## config.mk

```make
export PLATFORM = sky130hd
export DESIGN_NAME = xlr8_pmem_loader
export DESIGN_NICKNAME = d
export VERILOG_FILES = /design/src/rtl/xlr8_pmem_loader_pkg.sv /design/src/rtl/xlr8_pmem_cksum.sv /design/src/rtl/xlr8_pmem_loader.sv
export SDC_FILE = /design/constraint.sdc
export NUM_CORES = 1
export LEC_CHECK = 0
export ABC_AREA = 1
export BUFFER_PORTS_ARGS = -buffer_cell sky130_fd_sc_hd__buf_2
export CAP_MARGIN = 20
export CORE_UTILIZATION = 47
export CTS_CLUSTER_DIAMETER = 40
export DETAILED_ROUTE_END_ITERATION = 10
export PLACE_DENSITY = 0.82
export SYNTH_ARGS = -nofsm -noshare
export SYNTH_HDL_FRONTEND = slang
export SYNTH_SLANG_ARGS = --single-unit
export TNS_END_PERCENT = 50
```

## constraint.sdc

```tcl
create_clock -name clk -period 1.7 [get_ports clk]
set_input_delay 0.255 -clock clk [delete_from_list [all_inputs] [get_ports clk]]
set_output_delay 0.255 -clock clk [all_outputs]
set_load 0.02 [all_outputs]
```

## src/rtl/xlr8_pmem_loader_pkg.sv

```systemverilog
// Shared types and constants for the program-memory loader.
// State encoding, error codes and bus widths used by the loader and its checksum accumulator.
// No logic lives here.
package xlr8_pmem_loader_pkg;

  localparam int PM_WORD_W      = 16;
  localparam int PM_ADDR_FULL_W = 17;

  localparam logic [1:0] ERR_NONE   = 2'd0;
  localparam logic [1:0] ERR_SIZE   = 2'd1;
  localparam logic [1:0] ERR_VERIFY = 2'd2;

  typedef enum logic [2:0] {
    ST_IDLE,
    ST_WRITE,
    ST_VERIFY_RD,
    ST_VERIFY_CHK,
    ST_FIN,
    ST_ERR
  } state_e;

endpackage

```

## src/rtl/xlr8_pmem_cksum.sv

```systemverilog
// 16-bit clear/add accumulator (modulo 2^16) used for the image checksums.
// Latency: sum reflects clr/add one cycle later.
// No backpressure; clr has priority over add_en.
module xlr8_pmem_cksum
  import xlr8_pmem_loader_pkg::*;
(
  input  logic                 clk,
  input  logic                 rst,
  input  logic                 clr,
  input  logic                 add_en,
  input  logic [PM_WORD_W-1:0] add_dat,
  output logic [PM_WORD_W-1:0] sum
);

  logic [PM_WORD_W-1:0] sum_q, sum_d;

  // next accumulator value: clear wins, otherwise wrap-around add
  always_comb begin
    sum_d = sum_q;
    if (clr)         sum_d = '0;
    else if (add_en) sum_d = sum_q + add_dat;
  end

  // accumulator register
  always_ff @(posedge clk) begin
    if (rst) sum_q <= '0;
    else     sum_q <= sum_d;
  end

  assign sum = sum_q;

endmodule

```

## src/rtl/xlr8_pmem_loader.sv

```systemverilog
// Streams 16-bit words into pmem from BASE_ADDR, holding the core in reset; optional readback verify
// (macro XLR8_PMEM_LOADER_VERIFY_EN). Latency: pm_* strobe 1 cycle after each src handshake.
// Backpressure: src_ready high only in WRITE with words remaining; src_valid low stalls pm_ce.
module xlr8_pmem_loader
  import xlr8_pmem_loader_pkg::*;
#(
  parameter int                        PM_SIZE   = 16,
  parameter logic [PM_ADDR_FULL_W-1:0] BASE_ADDR = '0
) (
  input  logic                      clk,
  input  logic                      rst_flash,
  input  logic                      start,
  input  logic [PM_ADDR_FULL_W-1:0] load_words,
  output logic                      busy,
  output logic                      done,
  output logic [1:0]                err_code,
  output logic                      core_hold,
  input  logic                      src_valid,
  input  logic [PM_WORD_W-1:0]      src_data,
  output logic                      src_ready,
  output logic                      pm_ce,
  output logic                      pm_wr,
  output logic [PM_ADDR_FULL_W-1:0] pm_addr,
  output logic [PM_WORD_W-1:0]      pm_wr_data,
  input  logic [PM_WORD_W-1:0]      pm_rd_data
);

  // one extra bit so BASE_ADDR + load_words cannot wrap before the capacity compare
  localparam logic [PM_ADDR_FULL_W:0] PM_CAP = (PM_ADDR_FULL_W+1)'(PM_SIZE * 1024);

  state_e                      state_q, state_d;
  logic [PM_ADDR_FULL_W-1:0]   remaining_q, remaining_d;
  logic [PM_ADDR_FULL_W-1:0]   addr_q, addr_d;
  logic                        pm_ce_q, pm_ce_d, pm_wr_q, pm_wr_d;
  logic [PM_ADDR_FULL_W-1:0]   pm_addr_q, pm_addr_d;
  logic [PM_WORD_W-1:0]        pm_wr_data_q, pm_wr_data_d;
  logic                        done_q, done_d, busy_q, busy_d, core_hold_q, core_hold_d;
  logic [1:0]                  err_q, err_d;
  logic                        start_acc, hs;
  logic [PM_ADDR_FULL_W:0]     end_addr;
  logic [PM_WORD_W-1:0]        sum16;

`ifdef XLR8_PMEM_LOADER_VERIFY_EN
  logic [PM_ADDR_FULL_W-1:0]   words_q, words_d;
  logic                        rd_vld_q;
  logic [PM_WORD_W-1:0]        rsum16;
`else
  // readback data and the write checksum have no consumer without the verify pass
  logic unused_inputs;
  assign unused_inputs = ^{pm_rd_data, sum16};
`endif

  assign src_ready = (state_q == ST_WRITE) && (remaining_q != '0);
  assign hs        = src_valid && src_ready;
  assign end_addr  = {1'b0, BASE_ADDR} + {1'b0, load_words};

  // next-state and registered-output computation for the load/verify sequencer
  always_comb begin
    state_d      = state_q;
    remaining_d  = remaining_q;
    addr_d       = addr_q;
    pm_ce_d      = 1'b0;
    pm_wr_d      = 1'b0;
    pm_addr_d    = pm_addr_q;
    pm_wr_data_d = pm_wr_data_q;
    done_d       = done_q;
    err_d        = err_q;
    start_acc    = 1'b0;
`ifdef XLR8_PMEM_LOADER_VERIFY_EN
    words_d      = words_q;
`endif
    case (state_q)
      ST_WRITE: begin
        if (hs) begin
          pm_ce_d      = 1'b1;
          pm_wr_d      = 1'b1;
          pm_addr_d    = addr_q;
          pm_wr_data_d = src_data;
          addr_d       = addr_q + 1'b1;
          remaining_d  = remaining_q - 1'b1;
          if (remaining_q == PM_ADDR_FULL_W'(1)) begin
`ifdef XLR8_PMEM_LOADER_VERIFY_EN
            state_d     = ST_VERIFY_RD;
            addr_d      = BASE_ADDR;
            remaining_d = words_q;
`else
            state_d     = ST_FIN;
            done_d      = 1'b1;
`endif
          end
        end
      end
`ifdef XLR8_PMEM_LOADER_VERIFY_EN
      ST_VERIFY_RD: begin
        pm_ce_d     = 1'b1;
        pm_addr_d   = addr_q;
        addr_d      = addr_q + 1'b1;
        remaining_d = remaining_q - 1'b1;
        if (remaining_q == PM_ADDR_FULL_W'(1)) state_d = ST_VERIFY_CHK;
      end
      ST_VERIFY_CHK: begin
        // the last read strobe and its data beat have both drained, so rsum16 is final
        if (!pm_ce_q && !rd_vld_q) begin
          if (rsum16 == sum16) begin
            state_d = ST_FIN;
            done_d  = 1'b1;
          end else begin
            state_d = ST_ERR;
            err_d   = ERR_VERIFY;
          end
        end
      end
`endif
      ST_FIN:  state_d = ST_IDLE;
      default: ;
    endcase

    // a new load may begin whenever nothing is in flight; ignored while busy
    if (start && (state_q inside {ST_IDLE, ST_FIN, ST_ERR})) begin
      start_acc   = 1'b1;
      done_d      = 1'b0;
      err_d       = ERR_NONE;
      remaining_d = load_words;
      addr_d      = BASE_ADDR;
      state_d     = ST_IDLE;
`ifdef XLR8_PMEM_LOADER_VERIFY_EN
      words_d     = load_words;
`endif
      if (end_addr > PM_CAP) begin
        state_d = ST_ERR;
        err_d   = ERR_SIZE;
      end else if (load_words == '0) begin
        state_d = ST_FIN;
        done_d  = 1'b1;
      end else begin
        state_d = ST_WRITE;
      end
    end

    busy_d      = state_d inside {ST_WRITE, ST_VERIFY_RD, ST_VERIFY_CHK};
    core_hold_d = busy_d;
  end

  // sequencer state and registered outputs
  always_ff @(posedge clk) begin
    if (rst_flash) begin
      state_q      <= ST_IDLE;
      remaining_q  <= '0;
      addr_q       <= BASE_ADDR;
      pm_ce_q      <= 1'b0;
      pm_wr_q      <= 1'b0;
      pm_addr_q    <= BASE_ADDR;
      pm_wr_data_q <= '0;
      done_q       <= 1'b0;
      err_q        <= ERR_NONE;
      busy_q       <= 1'b0;
      core_hold_q  <= 1'b0;
    end else begin
      state_q      <= state_d;
      remaining_q  <= remaining_d;
      addr_q       <= addr_d;
      pm_ce_q      <= pm_ce_d;
      pm_wr_q      <= pm_wr_d;
      pm_addr_q    <= pm_addr_d;
      pm_wr_data_q <= pm_wr_data_d;
      done_q       <= done_d;
      err_q        <= err_d;
      busy_q       <= busy_d;
      core_hold_q  <= core_hold_d;
    end
  end

`ifdef XLR8_PMEM_LOADER_VERIFY_EN
  // word count for the readback pass, and a flag marking the beat where read data is valid
  always_ff @(posedge clk) begin
    if (rst_flash) begin
      words_q  <= '0;
      rd_vld_q <= 1'b0;
    end else begin
      words_q  <= words_d;
      rd_vld_q <= pm_ce_q && !pm_wr_q;
    end
  end

  xlr8_pmem_cksum u_rsum (
    .clk     (clk),
    .rst     (rst_flash),
    .clr     (start_acc),
    .add_en  (rd_vld_q),
    .add_dat (pm_rd_data),
    .sum     (rsum16)
  );
`endif

  xlr8_pmem_cksum u_sum (
    .clk     (clk),
    .rst     (rst_flash),
    .clr     (start_acc),
    .add_en  (hs),
    .add_dat (src_data),
    .sum     (sum16)
  );

  assign busy       = busy_q;
  assign done       = done_q;
  assign err_code   = err_q;
  assign core_hold  = core_hold_q;
  assign pm_ce      = pm_ce_q;
  assign pm_wr      = pm_wr_q;
  assign pm_addr    = pm_addr_q;
  assign pm_wr_data = pm_wr_data_q;

endmodule

```

==> flow_metrics.env, run 1 <==
export IMPL_ys_async_sr_fraction_pct=0
export IMPL_ys_ff_latch=74
export IMPL_worstPathRequired_ns=1.44
export IMPL_die_x_um=89.4
export IMPL_swShare_pct=29.0
export IMPL_rr_endpoint="remaining_q[1]"
export IMPL_n_antenna_cell=0
export IMPL_synth_main_ff_cell="dfxtp_1"
export IMPL_core_um2=7330
export IMPL_hold_viol_final=0
export IMPL_hold_start="src_data[11]"
export IMPL_synth_avg_cell_area_um2=6.91
export IMPL_finClkSkew_ns=0.0117
export IMPL_clockRootBuffer="clkbuf_8"
export IMPL_post_route_min_period_ns=1.77
export IMPL_overflow=0
export IMPL_post_place_cells=695
export IMPL_tns_ns=-0.177
export IMPL_pin_count=94
export IMPL_r2r_setup_slack_ns=-0.06
export IMPL_insertion_delay_ns=0.35
export IMPL_cts_sinks=74
export IMPL_min_path_type="input port to flip-flop"
export IMPL_synth_edff_count=0
export IMPL_antenna_found_initial=0
export IMPL_ff_latch_area_um2=1480
export IMPL_wl_per_cell_um=12.5
export IMPL_grt_pass1_vias=3102
export IMPL_cts_buffers_inserted=9
export IMPL_syn_to_final_growth_pct=26.6
export IMPL_io_buffers=76
export IMPL_power_density_nw_per_um2=914
export IMPL_setup_violations=8
export IMPL_pwr_share_seq_pct=44.8
export IMPL_power_internal_mw=2.95
export IMPL_crit_path_max_fanout=3
export IMPL_hpwlAfterDp_um=6290
export IMPL_ys_types=38
export IMPL_ir_drop_mv=0.510
export IMPL_slew_viol_final=0
export IMPL_yosysWarnings=0
export IMPL_r2r_start="remaining_q[0]"
export IMPL_nFillCells=639
export IMPL_place_congestion=0.952
export IMPL_detail_route_antenna_nets=0
export IMPL_synth_area_leaders="dfxtp_1, nand2_1, a21oi_1"
export IMPL_crit_type="flip-flop to output pin"
export IMPL_max_freq_ghz=0.565
export IMPL_synth_largest_area_cell="dfxtp_1"
export IMPL_reg2regPathDepth=11
export IMPL_drtIter0Drc=175
export IMPL_critPathCaptureType="output pin"
export IMPL_routed_wl_um=8930
export IMPL_min_to="pm_wr_data[11]"
export IMPL_cts_tree="built"
export IMPL_vias=3597
export IMPL_yosysSeqAreaShare_pct=41.2
export IMPL_start_util_pct=49.0
export IMPL_drc_errors=0
export IMPL_synth_most_common_cell="nand2_1"
export IMPL_finish_net_count=670
export IMPL_grt_use_total_pct=22.0
export IMPL_drtPass1Iterations=4
export IMPL_syn_cell_area_um2=3590
export IMPL_cp_start_kind="flip-flop"
export IMPL_synth_commonest_cells="nand2_1, dfxtp_1, a21oi_1"
export IMPL_synth_top_area_share_pct=41.2
export IMPL_multi_input_area_um2=1820
export IMPL_grt_start_max_net_pins=39
export IMPL_clk_pin_slew_worst_paths_ns=0.08
export IMPL_rows=31
export IMPL_drive_above_1_share_pct=23.9
export IMPL_status="complete, but fails checks"
export IMPL_fin_crit_sh_pct=104
export IMPL_maxCapViolCount=0
export IMPL_clkPwrFrac_pct=36.3
export IMPL_p_comb_share_pct=18.9
export IMPL_arrival_ns=1.52
export IMPL_violations="negative setup slack"
export IMPL_layout_setup_ws_ns=-0.0703
export IMPL_rsz0062_at_grt="yes"
export IMPL_power_switching_mw=1.21
export IMPL_die_area_um2=8000
export IMPL_postCtsHoldBufs=0
export IMPL_fin_cells=717
export IMPL_die_h_um=89.4
export IMPL_clock_path_buffers=2
export IMPL_syn_num_nets=577
export IMPL_netlist_instances=520
export IMPL_htreeDepth=3
export IMPL_viasPerCell=5.02
export IMPL_leakagePower_nw=2.02
export IMPL_hold_depth=3
export IMPL_grt_pass1_wl_um=13700
==> final cells by class <==
cell class	instances	share of cell area, %
clock buffers	10	2.81
multi-input cells	369	40.1
repair buffers	105	15.1
flip-flops and latches	74	32.6
well taps	99	2.72
inverters	54	4.73
clock inverters	6	1.98
==> logic make-up (layout without fill, tap and decap cells) <==
group	Yosys count	in the layout	synth area share, %
other cells	1	1	0.104
buf+inv	77	175	9.16
xor+xnor	17	17	4.14
fa+ha+maj	4	4	1.39
flops	74	74	41.2
compound gates	90	90	14.0
simple gates	257	257	30.0
==> routing by layer <==
layer,vias to the layer above,wire length (µm),GRT usage (%)
met1,1648,3920,27.1
li1,1845,-,-
met5,-,0,0
met4,0,117,8.51
met3,11,421,3.05
met2,93,4470,38.9
==> layout by cell type, fill, tap and decap left out, types with 5 or more instances in the layout <==
cell type / netlist / layout
nand2_1: 157 / 155
xor2_1: 13 / 13
inv_1: 51 / 47
o21ai_0: 14 / 9
buf_4: 5 / 23
nor3_1: 9 / 9
a21oi_1: 56 / 55
buf_2: 9 / 75
nor2_2: 4 / 5
nand3_1: 22 / 22
dfxtp_1: 74 / 72
clkbuf_8: 0 / 9
o211ai_1: 6 / 6
nor2_1: 50 / 48
==> worst max-delay path: stages (launching register included) <==
cell,delay (ns)
dfxtp_2,0.33
inv_2,0.07
ha_4,0.13
inv_2,0.03
nor2_1,0.08
nand2_1,0.09
nor2_2,0.12
nand2_2,0.10
nand2_2,0.07
inv_2,0.03
buf_6,0.12
==> how the worst max path moves through the flow <==
stage | from | to | slack (ns) | depth (start not counted)
2_1_floorplan | remaining_q[0] | addr_q[10] | 0.17 | 11
3_3_place_gp | remaining_q[0] | remaining_q[10] | -0.01 | 14
3_5_place_dp | remaining_q[0] | remaining_q[8] | -0.05 | 12
4_1_cts | remaining_q[1] | src_ready | -0.08 | 10
5_1_grt | remaining_q[1] | src_ready | -0.17 | 10
6_report | remaining_q[0] | src_ready | -0.07 | 10
==> per-stage QoR <==
stage          cell area (µm²)  power (mW)  utilization, %  hold slack [ns]  worst slack [ns]
6_report                  4550        4.16            62.0            0.146           -0.0703
5_1_grt                   4550        4.36            62.0            0.138            -0.170
3_5_place_dp              4170        2.61            56.9            0.452           -0.0530
4_1_cts                   4420        4.14            60.4            0.134           -0.0841
2_1_floorplan             3590        2.38               -            0.339             0.168
3_3_place_gp              4170        2.59            56.9            0.449           -0.0145
==> sequential cells by signal (all words and copies together) (netlist names) <==
| signal | count |
|---|---|
| addr_q | 17 |
| core_hold | 1 |
| done | 1 |
| err_code | 1 |
| pm_addr | 17 |
| pm_wr | 1 |
| pm_wr_data | 16 |
| remaining_q | 17 |
| state_q | 3 |
==> repair_timing <==
action,CTS,global route
pin swaps,2,7
endpoints found under the setup margin,55,57
resized for setup,9,23
gates cloned,0,2
buffers inserted,2,2
==> power groups by stage <==
stage,clock network [mW],registers (mW),logic (mW)
after floorplan,0,1.93,0.453
after global placement,0,1.89,0.697
after detailed placement,0,1.90,0.713
after CTS,1.55,1.86,0.736
after global routing,1.62,1.87,0.869
final,1.51,1.86,0.786
No activity file was read; power rests on OpenSTA's default activity.
==> inputs of run 2 (changes only) <==
Settings changed: CTS_BUF_LIST from default to sky130_fd_sc_hd__clkbuf_8.
==> run 2 against run 1 <==
Compared with the run above:
- the flow still finishes with violations (negative setup slack)
- clock power hardly changed
- wire length hardly changed
- sequential share of layout area stayed put
- first-iteration DRC count stayed put
- largest cell class unchanged
- largest power group unchanged
- highest routed layer unchanged
==> flow_metrics.env, run 2 (synthesis gave the netlist of run 1 again) <==
export IMPL_worstPathRequired_ns=1.44
export IMPL_hpwlAfterDp_um=6290
export IMPL_grt_start_max_net_pins=39
export IMPL_crit_type="flip-flop to output pin"
export IMPL_finish_net_count=670
export IMPL_antenna_found_initial=0
export IMPL_hold_viol_final=0
export IMPL_crit_path_max_incr_delay_ns=0.33
export IMPL_fin_cells=717
export IMPL_clk_pin_slew_worst_paths_ns=0.08
export IMPL_crit_family="simple AND/OR/NAND/NOR gates"
export IMPL_critPathCaptureType="output pin"
export IMPL_detail_route_antenna_nets=0
export IMPL_crit_top_cell="inv_2"
export IMPL_n_antenna_cell=0
export IMPL_cts_tree="built"
export IMPL_final_common_cell="nand2_1"
export IMPL_core_um2=7330
export IMPL_rsz0062_at_grt="yes"
export IMPL_arrival_ns=1.51
export IMPL_drtIter0Drc=175
export IMPL_routed_wl_um=8930
export IMPL_grt_use_total_pct=22.0
export IMPL_power_total_mw=4.15
export IMPL_wl_per_cell_um=12.5
export IMPL_cts_sinks=74
export IMPL_final_cell_mix="nand2_1, buf_2, dfxtp_1"
export IMPL_drtPass1Iterations=4
export IMPL_maxCapViolCount=0
export IMPL_grt_pass1_vias=3102
export IMPL_cp_buffers_inverters=4
export IMPL_layout_setup_ws_ns=-0.0694
export IMPL_start_util_pct=49.0
export IMPL_post_route_util_pct=62.0
export IMPL_overflow=0
export IMPL_io_buffers=76
export IMPL_drc_errors=0
export IMPL_place_congestion=0.952
export IMPL_htreeDepth=3
export IMPL_syn_to_final_growth_pct=26.6
export IMPL_pin_count=94
export IMPL_setup_violations=7
export IMPL_worstPathCellList="inv_2 > ha_4 > inv_2 > nor2_1 > nand2_1 > nor2_2 > nand2_2 > nand2_2 > inv_2 > buf_6"
export IMPL_finClkSkew_ns=0.0133
export IMPL_slew_viol_final=0
export IMPL_die_x_um=89.4
export IMPL_status="complete, but fails checks"
export IMPL_die_h_um=89.4
export IMPL_cts_buffers_inserted=9
export IMPL_post_route_min_period_ns=1.77
export IMPL_die_area_um2=8000
export IMPL_ir_drop_mv=0.509
export IMPL_clock_path_buffers=2
export IMPL_grt_pass1_wl_um=13700
export IMPL_fin_crit_sh_pct=104
export IMPL_cp_start_kind="flip-flop"
export IMPL_max_freq_ghz=0.565
export IMPL_post_place_cells=695
export IMPL_min_path_type="input port to flip-flop"
export IMPL_insertion_delay_ns=0.35
export IMPL_rows=31
export IMPL_violations="negative setup slack"
export IMPL_viasPerCell=5.02
export IMPL_drive_above_1_share_pct=23.9
export IMPL_leakagePower_nw=2.02
export IMPL_vias=3597
export IMPL_crit_path_max_fanout=3
export IMPL_slowest_stage="dfxtp_2"
export IMPL_postCtsHoldBufs=0
export IMPL_clockRootBuffer="clkbuf_8"
export IMPL_power_density_nw_per_um2=913
run 2: worst min-delay path, cell delays in order:
cell	delay (ns)
buf_2	0.10
nand2_1	0.05
a21oi_1	0.05
run 2: power by group:
group	total [mW]	internal (mW)	switching, mW
logic	0.786	0.312	0.474
registers	1.86	1.81	0.0546
clock network	1.50	0.826	0.679
run 2: layer usage:
metal / track usage, % / routed length [µm] / share of wire (%) / vias to the layer above
met5: 0 / 0 / 0 / -
met4: 8.51 / 117 / 1.3 / 0
met3: 3.05 / 421 / 4.7 / 11
met2: 38.9 / 4460 / 50 / 94
met1: 27.1 / 3930 / 44 / 1646
li1: - / - / - / 1846
run 2: final cells by class:
type / count / area [µm²]
clock inverters: 7 / 93.8
fillers: 639 / 2780
clock buffers: 9 / 124
well taps: 99 / 124
repair buffers: 105 / 684
flip-flops and latches: 74 / 1480
multi-input cells: 369 / 1820
inverters: 54 / 215
run 2: stage by stage:
step | setup slack (ns) | setup TNS, ns | hold WS, ns | instance area, µm²
after floorplan | 0.168 | 0 | 0.339 | 3590
after global placement | -0.0145 | -0.0664 | 0.449 | 4170
after detailed placement | -0.0530 | -0.612 | 0.452 | 4170
after CTS | -0.0841 | -0.0841 | 0.134 | 4420
after global routing | -0.170 | -4.94 | 0.138 | 4550
final | -0.0694 | -0.168 | 0.145 | 4550
run 2: repair_timing:
item | CTS | global route
pin swaps | 2 | 7
gates resized for setup | 9 | 23
setup endpoints to repair | 55 | 57
cloned | 0 | 2
setup buffers | 2 | 2
run 2: path summary, 6_finish.rpt:
| check | from | end | slack, ns | depth (start not counted) |
|---|---|---|---|---|
| setup / recovery | remaining_q[0] | src_ready | -0.07 | 10 |
| setup reg to reg | remaining_q[0] | remaining_q[1] | -0.06 | 11 |
| hold / removal | src_data[11] | pm_wr_data[11] | 0.14 | 3 |
| hold reg to reg | pm_wr_data[9] | pm_wr_data[9] | 0.46 | 2 |
==> inputs of run 3 (changes only) <==
--- a/config.mk
+++ b/config.mk
@@ -7,4 +7,5 @@
 export LEC_CHECK = 0
 export ABC_AREA = 1
+export ABC_CLOCK_PERIOD_IN_PS = 1700
 export BUFFER_PORTS_ARGS = -buffer_cell sky130_fd_sc_hd__buf_2
 export CAP_MARGIN = 20
==> constraint.sdc (replaced) <==
create_clock -name clk -period 1.7 [get_ports clk]
set_input_delay 0.255 -clock clk [delete_from_list [all_inputs] [get_ports clk]]
set_output_delay 0.255 -clock clk [all_outputs]
set_load 0.05 [all_outputs]
==> run 3 against run 2 <==
Compared with the run above:
- the flow still finishes with violations (negative setup slack)
- non-clock buffer count decreased by 1
- flip-flop and latch count unchanged
- clock power about the same
- critical path type is now flip-flop to flip-flop
==> flow_metrics.env, run 3 (synthesis gave the netlist of run 1 again) <==
export IMPL_grt_pass1_vias=3154
export IMPL_cts_buffers_inserted=9
export IMPL_rr_endpoint="addr_q[4]"
export IMPL_arrival_ns=2.08
export IMPL_hold_depth=3
export IMPL_place_congestion=0.952
export IMPL_clockRootBuffer="clkbuf_8"
export IMPL_io_buffers=76
export IMPL_r2r_setup_slack_ns=-0.11
export IMPL_pin_count=94
export IMPL_hold_viol_final=0
export IMPL_grt_pass1_wl_um=13900
export IMPL_slew_viol_final=0
export IMPL_postCtsHoldBufs=0
export IMPL_crit_path_max_fanout=9
export IMPL_clk_pin_slew_worst_paths_ns=0.08
export IMPL_htreeDepth=3
export IMPL_maxCapViolCount=0
export IMPL_layout_setup_ws_ns=-0.105
export IMPL_hpwlAfterDp_um=6290
export IMPL_min_to="pm_wr_data[11]"
export IMPL_finClkSkew_ns=0.0130
export IMPL_power_total_mw=4.27
export IMPL_leakagePower_nw=2.03
export IMPL_finish_net_count=669
export IMPL_setup_violations=61
export IMPL_fin_crit_sh_pct=106
export IMPL_crit_type="flip-flop to flip-flop"
export IMPL_routed_wl_um=8920
export IMPL_wl_per_cell_um=12.5
export IMPL_violations="negative setup slack"
export IMPL_max_freq_ghz=0.554
export IMPL_die_h_um=89.4
export IMPL_grt_start_max_net_pins=39
export IMPL_nFillCells=628
export IMPL_overflow=0
export IMPL_post_route_min_period_ns=1.81
export IMPL_n_antenna_cell=0
export IMPL_drc_errors=0
export IMPL_rsz0062_at_grt="yes"
export IMPL_syn_to_final_growth_pct=28.3
export IMPL_cts_tree="built"
export IMPL_start_util_pct=49.0
export IMPL_cp_start_kind="flip-flop"
export IMPL_ir_drop_mv=0.437
export IMPL_critPathCaptureType="flip-flop"
export IMPL_worstPathRequired_ns=1.98
export IMPL_core_um2=7330
export IMPL_final_common_cell="nand2_1"
export IMPL_rows=31
export IMPL_reg2regPathDepth=14
export IMPL_die_x_um=89.4
export IMPL_cts_sinks=74
export IMPL_r2r_start="remaining_q[1]"
export IMPL_antenna_found_initial=0
export IMPL_final_cell_mix="nand2_1, buf_2, dfxtp_1"
export IMPL_clock_path_buffers=2
export IMPL_drtIter0Drc=177
export IMPL_drtPass1Iterations=4
export IMPL_hold_start="src_data[11]"
export IMPL_viasPerCell=5.05
export IMPL_detail_route_antenna_nets=0
export IMPL_grt_use_total_pct=22.5
export IMPL_min_path_type="input port to flip-flop"
export IMPL_vias=3615
export IMPL_die_area_um2=8000
export IMPL_insertion_delay_ns=0.35
export IMPL_drive_above_1_share_pct=26.3
export IMPL_status="complete, but fails checks"
export IMPL_tns_ns=-2.69
export IMPL_power_density_nw_per_um2=927
==> run 3: changes by cell type in the layout (fill, tap and decap cells not counted), moves of 4 or more <==
cell / change
buf_4: -4
nand2_1: -4
nand2_2: +4
o21ai_0: -5
==> run 3: power breakdown <==
part / internal, mW / switching (mW) / total [mW] / leakage, nW
Sequential: 1.81 / 0.0554 / 1.86 / 0.602
Combinational: 0.324 / 0.577 / 0.901 / 1.31
Clock: 0.826 / 0.682 / 1.51 / 0.111
Total: 2.96 / 1.31 / 4.27 / 2.03
==> run 3: layer usage <==
layer / part of all wire [%] / vias up / GRT usage (%)
met5: 0 / - / 0
met4: 2.0 / 0 / 9.09
met3: 5.6 / 22 / 3.42
met2: 49 / 103 / 40.0
met1: 43 / 1649 / 27.1
li1: - / 1841 / -
==> run 3: how the worst max path moves through the flow <==
stage	startpoint	end	slack, ns	cells past startpoint
after global placement	remaining_q[0]	remaining_q[10]	-0.01	14
after floorplan	remaining_q[0]	addr_q[10]	0.17	11
final	remaining_q[1]	addr_q[4]	-0.11	14
after detailed placement	remaining_q[0]	remaining_q[8]	-0.05	12
after global routing	remaining_q[1]	remaining_q[16]	-0.24	15
after CTS	remaining_q[1]	src_ready	-0.08	10
==> run 3: critical path, cell delays in order, from the launching register on <==
cell     delay [ns]
dfxtp_2        0.33
inv_2          0.07
ha_4           0.13
inv_2          0.03
nor2_1         0.07
nand2_1        0.08
nor2_2         0.12
nand2_2        0.09
buf_6          0.12
nand3_4        0.16
inv_8          0.09
buf_8          0.15
nand2_1        0.07
nand3_1        0.08
a21oi_2        0.13
==> run 3: area by class of cell <==
cell class | count | area (µm²) | area share, %
Timing Repair Buffer | 104 | 678 | 14.7
Multi-Input combinational cell | 369 | 1880 | 40.8
Clock buffer | 9 | 124 | 2.69
Inverter | 54 | 223 | 4.83
Clock inverter | 7 | 93.8 | 2.04
Sequential cell | 74 | 1480 | 32.2
Tap cell | 99 | 124 | 2.69
==> run 3: repair_timing <==
action / CTS / global route
resized for setup: 42 / 17
pin swaps: 3 / 5
setup endpoints to repair: 55 / 70
setup buffers: 4 / 0
gates cloned: 0 / 1
==> run 3: per-stage QoR <==
| step | cells | instance area [µm²] | worst slack [ns] | hold slack, ns | utilization (%) |
|---|---|---|---|---|---|
| 2_1_floorplan | 520 | 3590 | 0.168 | 0.339 | - |
| 3_3_place_gp | 695 | 4170 | -0.0145 | 0.449 | 56.9 |
| 3_5_place_dp | 695 | 4170 | -0.0530 | 0.452 | 56.9 |
| 4_1_cts | 715 | 4530 | -0.0802 | 0.134 | 61.8 |
| 5_1_grt | 716 | 4610 | -0.244 | 0.142 | 62.9 |
| 6_report | 716 | 4610 | -0.105 | 0.139 | 62.9 |
